==> src/rtl/cntb_issue_sequencer.sv <==
// cntb_issue_sequencer: X-IF issue/commit/result sequencer for the bit-count unit; `CNTB_SEQ_WATCHDOG_EN adds an EXEC watchdog.
module cntb_issue_sequencer #(
  parameter int          ID_WIDTH   = 4,
  parameter logic [6:0]  OPCODE     = 7'h0B,
  parameter int          MAX_CYCLES = 64
) (
  input  logic                clk_i,
  input  logic                rst_ni,
  input  logic                issue_valid_i,
  output logic                issue_ready_o,
  input  logic [31:0]         issue_instr_i,
  input  logic [ID_WIDTH-1:0] issue_id_i,
  input  logic [31:0]         issue_rs0_i,
  input  logic [31:0]         issue_rs1_i,
  output logic                issue_accept_o,
  output logic                issue_writeback_o,
  input  logic                commit_valid_i,
  input  logic [ID_WIDTH-1:0] commit_id_i,
  input  logic                commit_kill_i,
  output logic                unit_start_o,
  output logic [31:0]         unit_rs0_o,
  output logic [31:0]         unit_rs1_o,
  input  logic                unit_done_i,
  input  logic [31:0]         unit_result_i,
  output logic                result_valid_o,
  input  logic                result_ready_i,
  output logic [ID_WIDTH-1:0] result_id_o,
  output logic [4:0]          result_rd_o,
  output logic [31:0]         result_data_o,
  output logic                result_we_o,
  output logic                result_err_o
);
  typedef enum logic [1:0] {IDLE, EXEC, WAIT_COMMIT, RESULT} state_t;
  state_t state_q, state_d;
  logic [ID_WIDTH-1:0] id_q;
  logic [4:0] rd_q;
  logic committed_q, killed_q;
  logic is_custom, take, hit_issue, hit_cur, done, timeout;
  assign is_custom         = issue_instr_i[6:0] == OPCODE;
  assign issue_ready_o     = state_q == IDLE;
  assign issue_accept_o    = issue_valid_i & is_custom;
  assign issue_writeback_o = issue_valid_i & is_custom;
  assign take              = issue_valid_i & issue_ready_o & is_custom;
  assign hit_issue         = commit_valid_i & (commit_id_i == issue_id_i);
  assign hit_cur           = commit_valid_i & (commit_id_i == id_q) & (state_q == EXEC | state_q == WAIT_COMMIT);
  assign done              = (state_q == EXEC) & (unit_done_i | timeout);
  assign result_valid_o    = state_q == RESULT;
  assign result_id_o       = id_q;
  assign result_rd_o       = rd_q;
  always_comb begin
    state_d = state_q;
    unique case (state_q)
      IDLE:        state_d = take ? EXEC : IDLE;
      EXEC:        if (done) state_d = (killed_q | (hit_cur & commit_kill_i)) ? IDLE :
                                       (committed_q | hit_cur) ? RESULT : WAIT_COMMIT;
      WAIT_COMMIT: if (hit_cur) state_d = commit_kill_i ? IDLE : RESULT;
      RESULT:      state_d = result_ready_i ? IDLE : RESULT;
    endcase
  end
  always_ff @(posedge clk_i or negedge rst_ni) begin
    if (!rst_ni) begin
      state_q       <= IDLE;
      id_q          <= '0;
      rd_q          <= '0;
      committed_q   <= 1'b0;
      killed_q      <= 1'b0;
      unit_start_o  <= 1'b0;
      unit_rs0_o    <= '0;
      unit_rs1_o    <= '0;
      result_data_o <= '0;
      result_we_o   <= 1'b0;
    end else begin
      state_q      <= state_d;
      unit_start_o <= take;
      if (take) begin
        id_q        <= issue_id_i;
        rd_q        <= issue_instr_i[11:7];
        result_we_o <= issue_instr_i[11:7] != 5'd0;
        unit_rs0_o  <= issue_rs0_i;
        unit_rs1_o  <= issue_rs1_i;
        committed_q <= hit_issue & ~commit_kill_i;
        killed_q    <= hit_issue & commit_kill_i;
      end else if (hit_cur) begin
        committed_q <= committed_q | ~commit_kill_i;
        killed_q    <= killed_q | commit_kill_i;
      end
      // a watchdog abort reports zero data
      if (done) result_data_o <= unit_done_i ? unit_result_i : '0;
    end
  end
`ifdef CNTB_SEQ_WATCHDOG_EN
  localparam int CW = $clog2(MAX_CYCLES + 1);
  logic [CW-1:0] cnt_q;
  logic err_q;
  assign timeout      = cnt_q == CW'(MAX_CYCLES - 1);
  assign result_err_o = err_q;
  always_ff @(posedge clk_i or negedge rst_ni) begin
    if (!rst_ni) begin
      cnt_q <= '0;
      err_q <= 1'b0;
    end else begin
      cnt_q <= (state_q == EXEC) ? cnt_q + 1'b1 : '0;
      if (done) err_q <= ~unit_done_i;
    end
  end
`else
  logic unused_max;
  assign unused_max   = ^MAX_CYCLES;
  assign timeout      = 1'b0;
  assign result_err_o = 1'b0;
`endif
endmodule

==> config.mk <==
export PLATFORM = sky130hd
export DESIGN_NAME = cntb_issue_sequencer
export DESIGN_NICKNAME = d
export VERILOG_FILES = /design/src/rtl/cntb_issue_sequencer.sv
export SDC_FILE = /design/constraint.sdc
export NUM_CORES = 1
export LEC_CHECK = 0
export ABC_AREA = 1
export ABC_CLOCK_PERIOD_IN_PS = 2000
export BUFFER_PORTS_ARGS = -buffer_cell sky130_fd_sc_hd__buf_2
export CAP_MARGIN = 20
export CORE_ASPECT_RATIO = 0.6
export CORE_UTILIZATION = 28
export CTS_BUF_LIST = sky130_fd_sc_hd__clkbuf_16
export DETAILED_ROUTE_END_ITERATION = 8
export HOLD_SLACK_MARGIN = 0.1
export MAX_ROUTING_LAYER = met4
export PLACE_DENSITY_LB_ADDON = 0.12
export SETUP_SLACK_MARGIN = 0.15
export SLEW_MARGIN = 20
export SYNTH_ARGS = -nofsm -noshare
export SYNTH_HDL_FRONTEND = slang
export SYNTH_SLANG_ARGS = --single-unit
==> constraint.sdc <==
create_clock -name clk_i -period 2 [get_ports clk_i]
set_input_delay 0.4 -clock clk_i [delete_from_list [all_inputs] [get_ports clk_i]]
set_output_delay 0.4 -clock clk_i [all_outputs]
set_load 0.05 [all_outputs]
* Word level (Yosys, flattened, before mapping)
Index checks and enable logic that the tools add are counted.
** Cells by class
- Div/mod/pow operators :: 0
- Add/subtract/negate cells :: 0
- Reduce and logical (&&, ||, !) cells :: 4
- $lt $le $gt $ge :: 0
- Multiplexer cells :: 13
- Shifts and indexed selects :: 0
- Multipliers :: 0
- Bitwise operators :: 16
- Eq/ne operators :: 8
** Operators by type and width (count)
- 32-bit 2-to-1 mux :: 1
- 1-bit AND :: 10
- 2-bit 2-to-1 mux :: 5
- 4-bit == test :: 2
- 2-bit case mux with 4 select lines :: 1
- 7-bit by 4-bit == test with 1-bit output (second input constant) :: 1
- 1-bit 2-to-1 mux :: 6
- 1-bit bitwise OR :: 5
- 5-bit nonzero test :: 1
- 2-bit == test (second input constant) :: 2
- 2-bit != test (second input constant) :: 2
- 2-bit by 1-bit == test with 1-bit output (second input constant) :: 1
- 2-bit logical NOT :: 1
- 2-bit AND reduction :: 1
- 2-bit nonzero test :: 1
- 1-bit inverter :: 1
** Word-level totals
- Register bits after elaboration :: 111
- Bits in writable memories :: 0
- Output and inout port bits :: 112
- Bits of input ports :: 143
- Bits in latches :: 0
- Memories kept :: 0
- Memory bits (read-only) :: 0

* Longest topological paths before layout
- Depth after elaboration :: 8
- Mapped depth :: 13
- Mapped depth without buffers :: 13

* Least setup slack after synthesis
OpenSTA, ideal clock, no wires.
- Path kind :: register to register
- From :: register state_q[0]
- To :: register rd_q[1] (netlist: result_rd_o[1])
- Stages on the path, launching flop included :: 8
- Arrival time :: 1.678 ns
- Path slack :: 0.204 ns
- Required time :: 1.882 ns
- Cell sequence :: dfrtp_1 > inv_1 > ha_1 > nand3_2 > buf_2 > buf_2 > nand2_1 > nand2_1
** Between the ends
- Word-level cells in the longest chain between the ends :: 3
** Ends and longest elaborated chain
- start, declared :: line 34 : state_t state_q, state_d;
- start signal, assigned :: line 73 : state_q <= state_d;
- 2-bit logical NOT :: line 40 : assign issue_ready_o = state_q == IDLE;
- net issue_ready_o :: line 10 : output logic issue_ready_o,
- 1-bit AND (2 in series) :: line 43 : assign take = issue_valid_i & issue_ready_o & is_custom;
- end signal, assigned :: line 77 : rd_q <= issue_instr_i[11:7];
- end, declared :: line 36 : logic [4:0] rd_q;
The timed path passes the listed nets, and every way through them passes these cells.
A chain may end at the register's enable or synchronous reset.

* Worst setup path after layout
- From :: register state_q[1]
- To :: output issue_ready_o
** Between the ends
- Word-level cells in the longest chain between the ends :: 1
** Ends and longest elaborated chain (line)
- 2-bit logical NOT :: 40
- end, declared :: 10
No other way between the ends.

==> impl_metrics.yaml <==
floorplanning:
  std_cell_rows: 35
  die_x_um: 166.2
  die_h_um: 100.5
  start_util_pct: 29.05
  core_um2: 15590
  dieArea_um2: 16710
  io_pins: 255
clocking:
  clock_latency_ns: 0.34
  path_clk_slew_ns: 0.08
  ctsLongestPathBuffers: 2
  clock-root-buffer: "clkbuf_16"
  cts_tree: "built"
  numClockSinks: 111
  cts_htree_levels: 3
  numCtsBuffers: 9
sta:
  setup_viol: 0
  finalCritPeriodShare_pct: 87.12
  fmax_mhz: 573.9
  rsz0062_at_grt: "no"
  slew_violations: 0
  setup_tns_ns: 0
  hold_violations: 0
  post-route-min-period_ns: 1.742
  fin_skew_ns: 0.01012
power:
  clkPwrFrac_pct: 30.6
  p_int_mw: 3.587
  swShare_pct: 33.32
  powerDensity_nw_per_um2: 858.2
  p_leak_nw: 3.847
  power_frac_seq_pct: 46.7
  vdd_drop_max_mv: 0.3907
  switchingPower_mw: 1.793
  total_power_mw: 5.380
  p_comb_share_pct: 22.6
finish:
  area_growth_pct: 38.40
  nets: 854
  layoutNonFillerInstCount: 914
  layout-drive-gt1-share_pct: 41.77
  antennaDiodeCount: 0
logic_synthesis:
  async_flop_share_pct: 100.0
  yosys-top-cells-area: "dfrtp_1 61%, nand2_1 20%, mux2_2 8.2%, inv_1 2.2%, buf_4 1.2%"
  yosys-top-cells-count: "236 x nand2_1, 111 x dfrtp_1, 33 x mux2_2, 26 x inv_1, 10 x nor2_1"
  synth_fp_nets: 619
  synth_top_area_cell: "dfrtp_1"
  yosys.area.top_type_share_pct: 61.33
  synth_cell_type_count: 25
  synth_cells: 472
  synth_edf_count: 0
  synth-warning-count: 0
  synth-seq-area-share_pct: 61.33
  avgSynthCellArea_um2: 9.596
  netlist_area_um2: 4529
  synth_top_flop_cell: "dfrtp_1"
  ys_ff_latch: 111
  post-synth-top-count-cell: "nand2_1"
drt:
  remaining_drc_errors: 18
  dr.pass1.iters: 8
  ant_nets: 0
  wirelength_um: 11800
  wl_per_cell_um: 12.91
  first_iter_violations: 207
  via_per_inst: 4.235
  via_count: 3871
critical_path:
  crit_chain: "inv_1 > ha_1 > buf_2"
  rrSetupSlack_ns: 0.32
  cp.required_ns: 1.60
  crit_path_end: "issue_ready_o"
  critPathKind: "register to primary output"
  r2r_start: "state_q[1]$_DFFE_PN0P_"
  crit_fanout: 4
  setup.worst_path.start_class: "register"
  cp_slowest_cell: "dfrtp_1"
  reg2regPathDepth: 12
  end_kind: "primary output"
  r2r_end: "state_q[0]$_DFFE_PN0P_"
  slowest_delay_ns: 0.41
  critPathLaunch: "state_q[1]$_DFFE_PN0P_"
  cp.arrival_ns: 1.34
flow_run:
  drv_cap: 0
grt:
  grt_pass1_wl_um: 18790
  track_usage_pct: 14.67
  grt_max_degree: 70
  grt-busiest-layer: "met2"
  overflow: 0
  grt_use_met3_pct: 5.222
  grtUsageMet1_pct: 19.81
  grtUsageMet2_pct: 21.00
  antenna_found_initial: 0
  grt_pass1_vias: 3724
place:
  dp_hpwl_um: 8721
  place_congestion: 0.7572
  dp_cells: 895
  portBuffers: 233
worst_hold_path:
  hold_class: "input port to register"
outcome:
  violations: "DRC"
  status: "finished, violations left"
## cell usage in the layout, fill, tap and decap left out, types with 2 or more instances in the layout
master	instances
a21oi_1	2
buf_12	6
buf_2	232
buf_4	6
clkbuf_16	9
clkinvlp_4	2
dfrtp_1	111
ha_1	4
inv_1	27
inv_6	2
mux2_2	33
nand2_1	235
nand3_1	5
nor2_1	10
nor3_2	2
o21ai_0	9
o21ai_1	2
o22ai_1	2
## worst min-delay path by stage
stage	slack (ns)	depth (start not counted)	end	startpoint
6_report	0.25	3	unit_rs0_o[9]$_DFFE_PN0P_	issue_rs0_i[9]
5_1_grt	0.24	3	unit_rs0_o[16]$_DFFE_PN0P_	issue_rs0_i[16]
4_1_cts	0.22	3	unit_rs0_o[9]$_DFFE_PN0P_	issue_rs0_i[9]
3_5_place_dp	0.44	2	unit_rs0_o[4]$_DFFE_PN0P_	rst_ni
3_3_place_gp	0.45	2	unit_rs0_o[4]$_DFFE_PN0P_	rst_ni
2_1_floorplan	0.10	0	committed_q$_DFFE_PN0P_	rst_ni
## timing repair
item	in CTS	in global routing
setup endpoints to repair	0	2
endpoints found under the hold margin	42	0
buffers inserted	0	3
hold buffers	1	0
resized for setup	0	1
## power groups by stage
stage                     sequential [mW]  clock [mW]  combinational, mW
after floorplan                      3.17           0              0.186
after CTS                            2.51        1.74               1.23
after global placement               2.55           0               1.22
final                                2.51        1.65               1.22
after global routing                 2.54        1.82               1.30
after detailed placement             2.55           0               1.23
## area by class of cell
cell class | instances | area (um^2)
Fill cell | 1581 | 9321
Sequential cell | 111 | 2778
Multi-Input combinational cell | 313 | 1529
Timing Repair Buffer | 245 | 1336
Tap cell | 203 | 254.0
Clock buffer | 9 | 225.2
Inverter | 27 | 101.3
Clock inverter | 6 | 45.04
## critical path, delay by kind of cell (launching register included)
kind | cells | cell delay [ns]
DFF | 1 | 0.41
adders and majority gates | 1 | 0.21
buffers and inverters | 2 | 0.39
## registers in the layout (all words and copies together), names as in the netlist
| name | cells |
|---|---|
| committed_q | 1 |
| killed_q | 1 |
| result_data_o | 32 |
| result_id_o | 4 |
| result_rd_o | 5 |
| result_we_o | 1 |
| state_q | 2 |
| unit_rs0_o | 32 |
| unit_rs1_o | 32 |
| unit_start_o | 1 |
## metrics by stage
stage | hold slack (ns) | instance area (um^2) | utilization, % | setup slack (ns)
after CTS | 0.2232 | 6243 | 40.05 | 0.2054
after floorplan | 0.1044 | 4529 | - | 0.2040
after detailed placement | 0.4392 | 5963 | 38.25 | 0.2680
after global routing | 0.2407 | 6269 | 40.21 | 0.1562
final | 0.2497 | 6269 | 40.21 | 0.2577
after global placement | 0.4459 | 5963 | 38.25 | 0.2770
## layer usage
layer | vias up | wire length [um]
li1 | 1916 | -
met1 | 1777 | 5629
met2 | 170 | 4939
met3 | 8 | 1146
met4 | 0 | 86
met5 | - | 0
## cells by family (layout without fill, tap and decap cells)
logic type / after synthesis / after routing / share of synthesized area (%)
other: 1 / 1 / 0.08279
buffers and inverters: 48 / 287 / 4.972
xor gates and xnor gates: 2 / 2 / 0.3868
muxes: 33 / 33 / 8.204
DFF: 111 / 111 / 61.33
adders and majority gates: 4 / 4 / 1.105
and+or+nand+nor: 257 / 257 / 22.02
AOI/OAI and AO/OA: 16 / 16 / 1.906
Note: power is estimated with default switching activity, not from simulation.
